===== config.mk =====
export PLATFORM = sky130hd
export DESIGN_NAME = alu_iter_exec
export DESIGN_NICKNAME = d
export VERILOG_FILES = /design/src/rtl/alu_pkg.sv /design/src/rtl/alu_comb_ops.sv /design/src/rtl/alu_iter_exec.sv
export SDC_FILE = /design/constraint.sdc
export NUM_CORES = 1
export LEC_CHECK = 0
export BUFFER_PORTS_ARGS = -buffer_cell sky130_fd_sc_hd__buf_4
export CORE_MARGIN = 5
export CORE_UTILIZATION = 61
export DETAILED_ROUTE_END_ITERATION = 6
export GPL_TIMING_DRIVEN = 0
export PLACE_DENSITY = 0.83
export SYNTH_ARGS = -nofsm -noshare
export SYNTH_HDL_FRONTEND = slang
export SYNTH_HIERARCHICAL = 1
export SYNTH_SLANG_ARGS = --single-unit

===== constraint.sdc =====
create_clock -name clk -period 4.3 [get_ports clk]
set_clock_uncertainty 0.05 [all_clocks]
set_input_delay 0.215 -clock clk [delete_from_list [all_inputs] [get_ports clk]]
set_output_delay 0.215 -clock clk [all_outputs]
set_load 0.05 [all_outputs]

===== src/rtl/alu_pkg.sv =====
`default_nettype none
// ============================================================================
// Module   : alu_pkg
// Purpose  : Shared ALUControl encodings, FSM state type and width default
//            for the iterative execute-stage ALU.
// Revision : 1.0
// ============================================================================
package alu_pkg;

  localparam int ALU_XLEN = 32;

  // Encodings must match the ALU decoder bit-for-bit.
  localparam logic [3:0] ALU_ADD  = 4'b0000;
  localparam logic [3:0] ALU_SUB  = 4'b0001;
  localparam logic [3:0] ALU_AND  = 4'b0010;
  localparam logic [3:0] ALU_OR   = 4'b0011;
  localparam logic [3:0] ALU_XOR  = 4'b0100;
  localparam logic [3:0] ALU_SLT  = 4'b0101;
  localparam logic [3:0] ALU_SLTU = 4'b0110;
  localparam logic [3:0] ALU_SLL  = 4'b0111;
  localparam logic [3:0] ALU_SRL  = 4'b1000;
  localparam logic [3:0] ALU_SRA  = 4'b1001;

  typedef enum logic [1:0] {
    ST_IDLE  = 2'd0,
    ST_SHIFT = 2'd1,
    ST_DONE  = 2'd2
  } state_e;

  function automatic logic is_shift_op(input logic [3:0] op);
    return (op == ALU_SLL) || (op == ALU_SRL) || (op == ALU_SRA);
  endfunction

endpackage
`default_nettype wire


===== src/rtl/alu_comb_ops.sv =====
`default_nettype none
// ============================================================================
// Module   : alu_comb_ops
// Purpose  : Single-cycle ALU operations; shifts and undefined codes give 0.
// Revision : 1.0
// ============================================================================
module alu_comb_ops
  import alu_pkg::*;
#(
  parameter int XLEN = ALU_XLEN
) (
  input  logic [3:0]      alu_control,
  input  logic [XLEN-1:0] src_a,
  input  logic [XLEN-1:0] src_b,
  output logic [XLEN-1:0] result
);

  always_comb begin
    result = '0;
    unique case (alu_control)
      ALU_ADD:  result = src_a + src_b;
      ALU_SUB:  result = src_a - src_b;
      ALU_AND:  result = src_a & src_b;
      ALU_OR:   result = src_a | src_b;
      ALU_XOR:  result = src_a ^ src_b;
      ALU_SLT:  result = {{(XLEN-1){1'b0}}, ($signed(src_a) < $signed(src_b))};
      ALU_SLTU: result = {{(XLEN-1){1'b0}}, (src_a < src_b)};
      default:  result = '0;
    endcase
  end

endmodule
`default_nettype wire


===== src/rtl/alu_iter_exec.sv =====
`default_nettype none
// ============================================================================
// Module   : alu_iter_exec
// Purpose  : Execute-stage ALU with valid/ready handshakes; logic ops finish
//            in one cycle, shifts iterate one bit per cycle.
// Revision : 1.0
// ============================================================================
module alu_iter_exec
  import alu_pkg::*;
#(
  parameter int XLEN = ALU_XLEN,
  parameter int SHW  = $clog2(XLEN)
) (
  input  logic            clk,
  input  logic            reset,
  input  logic            flush,
  input  logic            in_valid,
  output logic            in_ready,
  input  logic [3:0]      ALUControl,
  input  logic [XLEN-1:0] SrcA,
  input  logic [XLEN-1:0] SrcB,
  output logic            out_valid,
  input  logic            out_ready,
  output logic [XLEN-1:0] ALUResult,
  output logic            Zero
);

  state_e            state_q, state_d;
  logic [XLEN-1:0]   result_q, result_d;
  logic              zero_q, zero_d;
  logic [SHW-1:0]    cnt_q, cnt_d;
  logic [3:0]        op_q, op_d;

  logic [XLEN-1:0]   comb_result;
  logic [XLEN-1:0]   shift_step;
  logic [SHW-1:0]    shamt_in;
  logic              accept;
  logic              start_shift;
  logic              shifting;

  alu_comb_ops #(.XLEN(XLEN)) u_comb_ops (
    .alu_control (ALUControl),
    .src_a       (SrcA),
    .src_b       (SrcB),
    .result      (comb_result)
  );

  assign shamt_in    = SrcB[SHW-1:0];
  assign accept      = in_valid & in_ready;
  assign start_shift = is_shift_op(ALUControl) && (shamt_in != '0);
  assign shifting    = (state_q == ST_SHIFT) && !flush;

  always_ff @(posedge clk) begin
    if (reset) begin
      state_q  <= ST_IDLE;
      result_q <= '0;
      zero_q   <= 1'b0;
      cnt_q    <= '0;
      op_q     <= ALU_ADD;
    end else begin
      state_q  <= state_d;
      result_q <= result_d;
      zero_q   <= zero_d;
      cnt_q    <= cnt_d;
      op_q     <= op_d;
    end
  end

  always_comb begin
    state_d = state_q;
    unique case (state_q)
      ST_IDLE: begin
        if (accept) state_d = start_shift ? ST_SHIFT : ST_DONE;
      end
      ST_SHIFT: begin
        if (cnt_q == SHW'(1)) state_d = ST_DONE;
      end
      ST_DONE: begin
        if (accept)         state_d = start_shift ? ST_SHIFT : ST_DONE;
        else if (out_ready) state_d = ST_IDLE;
      end
      default: state_d = ST_IDLE;
    endcase
    if (flush) state_d = ST_IDLE;
  end

  // SRA re-reads the working MSB each step so sign fill accumulates.
  always_comb begin
    shift_step = result_q;
    unique case (op_q)
      ALU_SLL: shift_step = {result_q[XLEN-2:0], 1'b0};
      ALU_SRL: shift_step = {1'b0, result_q[XLEN-1:1]};
      ALU_SRA: shift_step = {result_q[XLEN-1], result_q[XLEN-1:1]};
      default: shift_step = result_q;
    endcase
  end

  always_comb begin
    result_d = result_q;
    zero_d   = zero_q;
    cnt_d    = cnt_q;
    op_d     = op_q;
    if (accept) begin
      op_d = ALUControl;
      if (is_shift_op(ALUControl)) begin
        result_d = SrcA;
        cnt_d    = shamt_in;
      end else begin
        result_d = comb_result;
        cnt_d    = '0;
      end
      zero_d = (result_d == '0);
    end else if (shifting) begin
      result_d = shift_step;
      cnt_d    = cnt_q - SHW'(1);
      zero_d   = (result_d == '0);
    end
  end

  always_comb begin
    in_ready  = !flush && ((state_q == ST_IDLE) || ((state_q == ST_DONE) && out_ready));
    out_valid = (state_q == ST_DONE);
    ALUResult = result_q;
    Zero      = zero_q;
  end

endmodule
`default_nettype wire


# After elaboration in Yosys (flattened, before gate mapping)
# Cells that the tools add are included.
# op_classes
addsub	3
n_lt_le_gt_ge	2
eq_ne	18
mux	17
n_bitwise	4
n_reduce_logical	16
# ops
op	count
$pmux W32 S7	1
$mux W32	4
$pmux W32 S3	1
$logic_not A32 Y1	2
$lt A32 B32 Y1	2
$add A32 B32 Y32	1
$and A32 B32 Y32	1
$or A32 B32 Y32	1
$sub A32 B32 Y32	1
$xor A32 B32 Y32	1
$eq A4 B3 Y1 const B	5
$eq A4 B4 Y1 const B	4
$mux W5	3
$mux W2	5
$eq A4 B2 Y1 const B	2
$pmux W2 S3	1
$eq A5 B1 Y1 const B	1
$reduce_bool A5 Y1	1
$sub A5 B1 Y5 const B	1
$eq A4 B1 Y1 const B	1
$logic_and A1 B1 Y1	4
$logic_not A4 Y1	1
$logic_or A1 B1 Y1	3
$ne A3 B1 Y1 const B	1
11 further kinds	12
# word_totals
ff_bits	44
inputBits	73
output_inout_bits	35
wordCells	65

# Depth between registers and ports, before layout
# Gate-level depths: netlist (run 1).
# depth
word_depth	8
depth_mapped	18
mapped_depth_nobuf	18

# Modules after synthesis
# Netlist (run 1), hierarchy kept.
# by_module_without_submodules
module	instances	cells_each	area_per_inst_um2	seq_area_each_um2
alu_comb_ops	1	762	5004.8	0.0
alu_iter_exec	1	458	3402.0	880.8

# Worst setup path after synthesis (run 1)
# Ideal clock, no wire load.
# synth_timing
path_kind	in2reg
start	input port SrcA[0]
end	register zero_q (netlist: Zero)
setup_time_ns	0.069
t_arrival_ns	3.439
t_required_ns	4.181
path_slack_ns	0.742
cell_stages	18
n_path_buf	0
cell_sequence	inv_1 -> ha_1 -> fa_1 -> nor3_1 -> o311ai_4 -> a21oi_1 -> o31ai_1 -> a211oi_1 -> nor2_1 -> o31ai_1 -> or3b_2 -> o211ai_1 -> nor4_1 -> nand4_1 -> nor3_1 -> o21ai_0 -> o31a_1 -> o21ai_1
# synth_via
elab_chain_len	6
word_cells_on_any_way	12
classes_between	2 x add/sub; 2 x order compare; 4 x mux; 3 x bitwise; 1 x reduce/logical
# synth_rtl
element	line_no	rtl
start: declaration	alu_iter_exec.sv:20	input logic [XLEN-1:0] SrcA,
$sub A32 B32 Y32 or $add A32 B32 Y32 (tied branches)	alu_comb_ops.sv:22, alu_comb_ops.sv:21	
$pmux W32 S7 *	alu_comb_ops.sv:20	unique case (alu_control)
named net comb_result[24]	alu_iter_exec.sv:34	logic [XLEN-1:0] comb_result;
$mux W32 *	alu_iter_exec.sv:105	if (is_shift_op(ALUControl)) begin
$mux W32 *	alu_iter_exec.sv:103	if (accept) begin
$logic_not A32 Y1 *	alu_iter_exec.sv:112	zero_d = (result_d == '0);
$mux W1 *	alu_iter_exec.sv:103	
end signal: assignment	alu_iter_exec.sv:63	zero_q <= zero_d;
end: declaration	alu_iter_exec.sv:30	logic zero_q, zero_d;
# The timed path passes the listed nets; every way through them passes the cells marked *. The select of a mux whose other input is x is not followed.
# A chain may end at the register's enable or synchronous reset.

# Worst setup path after layout (run 1)
# layout_timing
start	input port SrcA[9]
end	register zero_q (netlist: Zero)
# Same word-level chain as after synthesis.

==> results of run 1 <==
[layout by cell type, fill, tap and decap left out, types with 29 or more instances in the layout]
cell,netlist,routed
a21oi_1,145,145
o21ai_0,67,67
inv_1,105,105
nor3_1,31,29
clkbuf_1,39,39
nand2_1,92,92
nor2_1,107,107
ha_1,105,104
o22ai_1,29,29
dfxtp_1,44,44
buf_4,6,112
[layer usage]
metal  routed length, µm  vias up  track usage, %
met5                   0        -               0
met4                2345        0           22.15
met3                4926      212           10.06
met2               15220      947           64.48
met1               12820     4828           51.48
li1                    -     4735               -
[state kept, by name (all words and copies together), names as in the netlist]
name       flops
ALUResult     32
Zero           1
cnt_q          5
op_q           4
state_q        2
[metrics by stage]
step                      TNS [ps]  utilization [%]  instances  total power, W  cell area, µm²
after floorplan                  0                -       1220        0.001143            8407
after global placement      -456.2            70.26       1501        0.001469            9415
after detailed placement    -630.7            70.26       1501        0.001480            9415
after CTS                        0            71.68       1508        0.001967            9605
after global routing             0            72.44       1509        0.002124            9707
final                            0            72.44       1509        0.002038            9707
[logic make-up after synthesis]
kind of cell,after synthesis,synth area share (%)
xor+xnor,17,1.771
flops,44,10.48
fa+ha+maj,107,16.10
buf+inv,184,9.094
mux,23,2.738
simple gates,366,21.55
compound gates,479,38.26
[what timing repair did]
action,4_1_cts,5_1_grt
hold buffers,0,0
hold endpoints to repair,0,0
setup endpoints to repair,1,2
resized for setup,2,17
pin swaps,0,3
buffers inserted,0,1
[how the worst min path moves through the flow]
stage	depth (start not counted)	slack [ps]	to	startpoint
6_report	2	180	state_q[0]$_SDFFE_PP0P_	flush
5_1_grt	2	190	state_q[0]$_SDFFE_PP0P_	flush
4_1_cts	2	170	state_q[0]$_SDFFE_PP0P_	flush
3_5_place_dp	2	460	cnt_q[3]$_SDFFE_PP0P_	cnt_q[3]$_SDFFE_PP0P_
3_3_place_gp	2	450	cnt_q[3]$_SDFFE_PP0P_	cnt_q[3]$_SDFFE_PP0P_
2_1_floorplan	2	300	op_q[0]$_SDFFE_PP0P_	ALUControl[0]
[layout make-up]
class	count	area [µm²]	share of cell area, %
clock buffers	5	125.1	1.289
flip-flops and latches	44	880.8	9.075
well taps	176	220.2	2.269
multi-input cells	992	6860	70.68
inverters	106	397.9	4.099
plain buffers	78	366.6	3.777
clock inverters	2	60.06	0.6187
repair buffers	106	795.8	8.198
[power by group]
group	leakage, nW	internal (W)	switching (W)
Combinational	3.83	0.000388	0.000701
Sequential	0.358	0.000426	0.0000358
Clock	0.0899	0.000330	0.000157
Total	4.28	0.00114	0.000894
[worst reg2reg max path, delay by kind of cell (launching register included)]
| family | cells | cell delay (ps) |
|---|---|---|
| AO/OA/AOI/OAI | 2 | 370 |
| flip-flops | 1 | 470 |
| buffers and inverters | 2 | 950 |
| AND/OR/NAND/NOR | 3 | 370 |
==> results.md, run 1 <==
* Leak at 4.281 nW
* Post-synth top area share at 15.63%
* Starting DRT DRC Count at 1607
* Pwr per Cell Area at 209.9 nW/µm²
* Pre-CTS WS at -306.0 ps
* Fin. Hold Viols at 0
* Post-Synthesis Net Count at 1400
* Post-DRT Antenna Nets at 0
* Achievable Freq at 0.2363 GHz
* Register area share after synthesis at 10.48%
* Tmin final at 4232 ps
* RSZ-0062 raised after global routing: false
* Crit path cell chain: buf_4 -> inv_1 -> ha_1 -> buf_2 -> nand4_1 -> or2_2 -> o2111ai_2 -> nand3_1 -> a311oi_1 -> a31oi_1 -> mux2i_1 -> o2bb2ai_1 -> or4_1 -> nor4_2 -> o2111ai_1 -> o31a_1 -> o21ai_1
* First-pass GRT wire length at 53500 µm
* Initial DRT Pass Iterations at 7
* Fill count at 1165
* Top_reg_cell synth: dfxtp_1
* Vias in the first global route at 9778
* Core Area at 13400 µm²
* Gr usage total at 40.97%
* Fin crit share at 98.41%
* Seq cells post-synth at 44
* Clock Latency Late Sink at 290 ps
* Post-synth EDFFs at 0
* Hold crit path type: in -> reg
* Mean post-synth cell area at 6.891 µm²
* Worst path arrival time at 4390 ps
* Status: finished, violations left
* Max clock buf depth at 2
* FP Rows at 42
* CP delay by family, top: simple AND/OR/NAND/NOR gates
* WL/cell at 23.40 µm
* RR Startpoint: state_q[1]$_SDFFE_PP0P_
* Port Buffers at 105
* Total CTS buffers at 5
* Initial antenna violation count at 0
* Violated checks: design-rule violations
* Vias per inst at 7.105
* CP Max Fanout at 9
* Largest net degree at the start of global routing at 14
* Die W at 127.4 µm
* Die area at 16230 µm²
* Die Height at 127.4 µm
* Area leader, netlist: ha_1
* Final nets at 1513
* TritonCTS clock tree: built
* Largest stage delay on the critical path at 580 ps
* Crit path capture: Zero$_SDFFE_PP0P_
* Ranking of synthesized cells by area: ha_1 (16%), dfxtp_1 (10%), a21oi_1 (8.6%)
* Slew margin rel. at 27.05%
* Mapped Cells at 1220
* Max stage delay cell, worst path: or4_1
* DRT Wirelength at 35320 µm
* Post-synth cell types at 90
* Starting Density at 62.74%
* Worst path bufs/invs at 3
* Clock sinks at 44
* Post-Syn Area at 8407 µm²
* H-tree Lvls at 2
* R2R cell count at 7
* R2R setup slack at 1960 ps
* GR Overflow Total at 0
* Levels on crit path at 17
* Via count at 10720
* Synth warnings at 6
* Crit path kind: in -> reg
* Root Buffer: clkbuf_16
* Crit end category: flip-flop
* Commonest cells in the synthesized netlist: a21oi_1 (145), nor2_1 (107), ha_1 (105), inv_1 (105), nand2_1 (92)
* DR DRC count at 2
* Ys async rst share at 0%
* Diodes inserted at 0
* DP Wirelength at 26840 µm
* GP Congestion at 1.114
* Layout cells sized above 1 at 14.70%
* Max Cap Viol at 0
* Num ports at 108
* WP data required at 4460 ps
* Startpoint types: primary input
* Worst VDD drop at 0.3459 mV
* Tightest Pin Transition at 1077 ps
* WHS at 175.9 ps
* Slew Limit Fails at 0
* Finish-stage setup viols at 0
* Reg clk slew, reported paths at 60 ps
* Synthesis-to-layout area growth at 15.46%
* Most frequent cell after synthesis: a21oi_1
* PnR worst setup slack at 68.28 ps
* RR Endpoint: ALUResult[22]$_SDFFE_PP0P_
* Worst setup path start: SrcA[9]
No activity file was read; power rests on OpenSTA's default activity.
==> run 2: changes to the inputs <==
- CORE_ASPECT_RATIO: unset -> 2
==> run 2 against run 1 <==
Effect of this change: wire length rose by 11%; hold slack worse by 28 ps; critical endpoint unchanged; sequential share of layout area increased by 0.11 points; via count is 2.8% higher; count of clock-buffer cells in the layout rose by 2; the run still ends with design-rule violations left; non-clock buffer count decreased by 1; clock power shrank 15%; first-iteration DRC count down 22%; combinational power about the same; critical path type unchanged; maximum frequency hardly changed; flip-flop and latch count unchanged.
==> results.md, run 2 (synthesis gave the netlist of run 1 again) <==
* Status: finished, violations left
* Violated checks: design-rule violations
* Setup TNS at 0 ps
* GP Congestion at 1.088
* Fin. Hold Viols at 0
* Core Area at 13510 µm²
* Max reg flops at 32
* Int Power at 0.001041 W
* Die W at 93.01 µm
* Slew margin rel. at 13.26%
* Finish-stage setup viols at 0
* Tmin final at 4228 ps
* Die area at 16370 µm²
* Hold crit path type: in -> reg
* Crit path kind: in -> reg
* Startpoint types: primary input
* Leading cell type in the layout, fill and taps excluded: a21oi_1
* Sequential power share at 23.4%
* Reg clk slew, reported paths at 60 ps
* R2R setup slack at 1550 ps
* R2R cell count at 6
* FP Rows at 60
* WHS at 148.3 ps
* Initial DRT Pass Iterations at 7
* H-tree Lvls at 2
* Max clock buf depth at 2
* Slew Limit Fails at 0
* Die Height at 176.0 µm
* GR Overflow Total at 0
* Synthesis-to-layout area growth at 14.08%
* First-pass GRT wire length at 58900 µm
* Worst path arrival time at 4380 ps
* Initial antenna violation count at 0
* Layout cells sized above 1 at 14.03%
* RSZ-0062 raised after global routing: false
* Pwr per Cell Area at 206.8 nW/µm²
* Final nets at 1512
* WP data required at 4450 ps
* Worst VDD drop at 0.3283 mV
* Hold depth at 2
* Via count at 11020
* Num ports at 108
* Post-DRT Antenna Nets at 0
* WL/cell at 26.33 µm
* Clock sinks at 44
* Max Cap Viol at 0
* CP Max Fanout at 10
* DR DRC count at 30
* Root Buffer: clkbuf_16
* Achievable Freq at 0.2365 GHz
* Vias in the first global route at 10890
* Total CTS buffers at 5
* Crit end category: flip-flop
* Vias per inst at 7.404
* Fin crit share at 98.34%
* Tightest Pin Transition at 1291 ps
* Clock Latency Late Sink at 310 ps
* Sw frac at 47.49%
* Starting Density at 62.21%
* Largest net degree at the start of global routing at 14
* Diodes inserted at 0
* Final Power at 0.001983 W
* Port Buffers at 105
* Clk pwr share at 21.0%
* Switch Pwr at 0.0009416 W
* Comb pwr share at 55.7%
* Starting DRT DRC Count at 1255
* TritonCTS clock tree: built
* Most frequent cells in the layout: a21oi_1 (144), buf_4 (111), nor2_1 (107)
* Gr usage total at 46.74%
* DP Wirelength at 30060 µm
* DRT Wirelength at 39180 µm
* Leak at 4.249 nW
==> run 2: cell types whose count changed in the layout (fill, tap and decap cells not counted), moves of 2 or more <==
cell       before  now
a221oi_2        3    1
bufinv_16       2    0
nor4_1         14   18
nor4_2          7    3
==> run 2: metrics by stage <==
stage               utilization, %  std cells  worst slack, ps  area [µm²]
floorplan                        -       1220            741.8        8407
CTS                          70.59       1488            148.8        9539
global route                 70.97       1488            11.89        9590
global placement             69.48       1480           -137.7        9389
finish                       70.97       1488            71.55        9590
detailed placement           69.48       1480           -165.3        9389
==> run 2: metal layers <==
| layer | vias up | share of wire (%) | track usage [%] |
|---|---|---|---|
| met5 | - | 0 | 0 |
| met4 | 0 | 12 | 47.46 |
| met3 | 397 | 10 | 13.18 |
| met2 | 980 | 48 | 78.90 |
| met1 | 4926 | 30 | 42.87 |
| li1 | 4714 | - | - |
==> run 2: final timing paths <==
kind	startpoint	endpoint
worst max-delay path	SrcA[14]	Zero$_SDFFE_PP0P_
worst min-delay path	flush	state_q[0]$_SDFFE_PP0P_
worst max register to register	state_q[0]$_SDFFE_PP0P_	Zero$_SDFFE_PP0P_
worst min register to register	op_q[0]$_SDFFE_PP0P_	op_q[0]$_SDFFE_PP0P_
==> run 2: power groups by stage <==
stage                     clock network, W  registers [W]  logic (W)
final                             0.000416       0.000464    0.00110
after global routing              0.000431       0.000464    0.00116
after global placement                   0       0.000468    0.00102
after detailed placement                 0       0.000468    0.00103
after CTS                         0.000403       0.000460    0.00104
after floorplan                          0       0.000502   0.000641
==> run 2: layout make-up <==
type | count | area [µm²]
clock buffers | 7 | 142.6
well taps | 155 | 193.9
clock inverters | 1 | 7.507
flip-flops and latches | 44 | 880.8
fillers | 1170 | 3923
multi-input cells | 992 | 6813
repair buffers | 105 | 788.3
plain buffers | 78 | 366.6
inverters | 106 | 397.9
==> run 2: worst max-delay path, stage by stage <==
cell	delay, ps
buf_4	130
inv_1	50
ha_1	280
buf_2	230
nor2b_1	80
o311ai_0	610
nand3_1	150
a21boi_0	400
o31ai_1	220
o21ai_0	320
nand3_1	110
o311ai_1	700
o221ai_1	220
a22o_1	250
nand4_1	150
o31a_1	190
o21ai_1	70
==> run 2: timing repair <==
item,CTS,global route
buffers inserted,0,0
hold buffers,0,0
gates resized for setup,0,10
setup endpoints to repair,0,2
==> run 3: changes to the inputs <==
- GPL_TIMING_DRIVEN: 0 -> unset
==> run 3 against run 2 <==
Effect of this change: the run still ends with design-rule violations left; global-route usage is 4.3 points lower; power rose by 2.4%; worst setup slack better by 120 ps; maximum frequency grew 3.0%; register-to-register slack improved by 390 ps; combinational power barely moved; count of clock-buffer cells in the layout fell by 2; cell area is 0.83% higher; first-iteration DRC count down 9.7%; largest cell class unchanged; highest routed layer unchanged.
==> results.md, run 3 (synthesis gave the netlist of run 1 again) <==
* Status: finished, violations left
* Violated checks: design-rule violations
* DR DRC count at 1
* Most frequent cells in the layout: buf_4 (164), a21oi_1 (144), nor2_1 (107)
* Max stage delay cell, worst path: or4_1
* Fin crit share at 95.48%
* Final Power at 0.002030 W
* Num ports at 108
* Slew margin rel. at 32.37%
* Gr usage total at 42.42%
* Synthesis-to-layout area growth at 15.03%
* Leading cell type in the layout, fill and taps excluded: buf_4
* Setup TNS at 0 ps
* FP Rows at 60
* Worst path arrival time at 4280 ps
* Starting Density at 62.21%
* WP data required at 4480 ps
* Diodes inserted at 0
* Root Buffer: clkbuf_16
* TritonCTS clock tree: built
* Tightest Pin Transition at 1014 ps
* Slew Limit Fails at 0
* Pwr per Cell Area at 209.9 nW/µm²
* Max reg flops at 32
* Max clock buf depth at 2
* Port Buffers at 107
* Crit end category: flip-flop
* Tmin final at 4106 ps
* Vias in the first global route at 10550
* RR Startpoint: op_q[1]$_SDFFE_PP0P_
* H-tree Lvls at 2
* Critical hold path startpoint: flush
* Crit path kind: in -> reg
* Largest stage delay on the critical path at 590 ps
* Post-CTS sizing at 0
* RSZ-0062 raised after global routing: false
* Worst setup path start: SrcA[8]
* Post-CTS Setup Bufs at 0
* Initial antenna violation count at 0
* CP Max Fanout at 11
* Largest net degree at the start of global routing at 46
* Vias per inst at 7.238
* WL/cell at 23.58 µm
* Achievable Freq at 0.2436 GHz
* Crit path cell chain: buf_4 -> inv_1 -> ha_1 -> nor4_1 -> buf_4 -> a21boi_1 -> nor4b_1 -> a21boi_1 -> o211ai_1 -> nand3_1 -> a31oi_1 -> mux2i_1 -> o2bb2ai_1 -> or4_1 -> nor4_1 -> o2111ai_1 -> o31a_1 -> o21ai_1
* Worst VDD drop at 0.3100 mV
* Layout cells sized above 1 at 16.29%
* Post-CTS Hold Buffers at 0
* Startpoint types: primary input
* Clock Latency Late Sink at 300 ps
* GP Congestion at 1.056
* Hold crit path type: in -> reg
* Finish-stage setup viols at 0
* Starting DRT DRC Count at 1133
* Post-DRT Antenna Nets at 0
* Final nets at 1493
* Max Cap Viol at 0
* Total CTS buffers at 5
* First-pass GRT wire length at 54830 µm
* Leak at 4.348 nW
* Initial DRT Pass Iterations at 7
* Via count at 10630
* Clock sinks at 44
* Reg clk slew, reported paths at 70 ps
* DRT Wirelength at 34640 µm
* Core Area at 13510 µm²
* Die Height at 176.0 µm
* Die area at 16370 µm²
* Die W at 93.01 µm
* GR Overflow Total at 0
* Fin. Hold Viols at 0
* WHS at 98.96 ps
* DP Wirelength at 27000 µm
==> run 3: power by group <==
| group | internal (W) | switching [W] |
|---|---|---|
| clock | 0.000280 | 0.000179 |
| combinational | 0.000416 | 0.000692 |
| sequential | 0.000426 | 0.0000362 |
==> run 3: worst max-delay path, delay by kind of cell <==
family | cells | cell delay, ps
and+or+nand+nor | 5 | 1400
adders and majority gates | 1 | 410
muxes | 1 | 210
buffers and inverters | 3 | 370
AOI/OAI and AO/OA | 8 | 1660
==> run 3: final cells by class <==
type	instances	area [µm²]
sequential	44	880.8
timing repair buffer	164	1231
clock buffer	5	125.1
multi-input combinational	992	6792
clock inverter	3	50.05
tap	155	193.9
fill	1211	3842
inverter	106	397.9
==> run 3: worst paths after layout <==
| path | end | slack, ps | cells after the start |
|---|---|---|---|
| hold / removal | state_q[0]$_SDFFE_PP0P_ | 100 | 2 |
| hold reg to reg | cnt_q[3]$_SDFFE_PP0P_ | 470 | 2 |
| setup / recovery | Zero$_SDFFE_PP0P_ | 190 | 18 |
| setup reg to reg | ALUResult[3]$_SDFFE_PP0P_ | 1940 | 5 |
==> run 3: stage by stage <==
| step | util, % | setup WS [ps] | instance area, µm² | cells |
|---|---|---|---|---|
| 2_1_floorplan | - | 741.8 | 8407 | 1220 |
| 3_3_place_gp | 70.17 | -205.6 | 9482 | 1461 |
| 3_5_place_dp | 70.17 | -221.1 | 9482 | 1461 |
| 4_1_cts | 71.46 | 73.78 | 9657 | 1469 |
| 5_1_grt | 71.56 | 46.43 | 9671 | 1469 |
| 6_report | 71.56 | 194.3 | 9671 | 1469 |
==> run 3: layer usage <==
metal / global-route usage, % / vias up / wire (µm)
met5: 0 / - / 0
met4: 36.76 / 0 / 3782
met3: 8.699 / 308 / 3009
met2: 73.13 / 834 / 16860
met1: 42.31 / 4816 / 10990
li1: - / 4675 / -
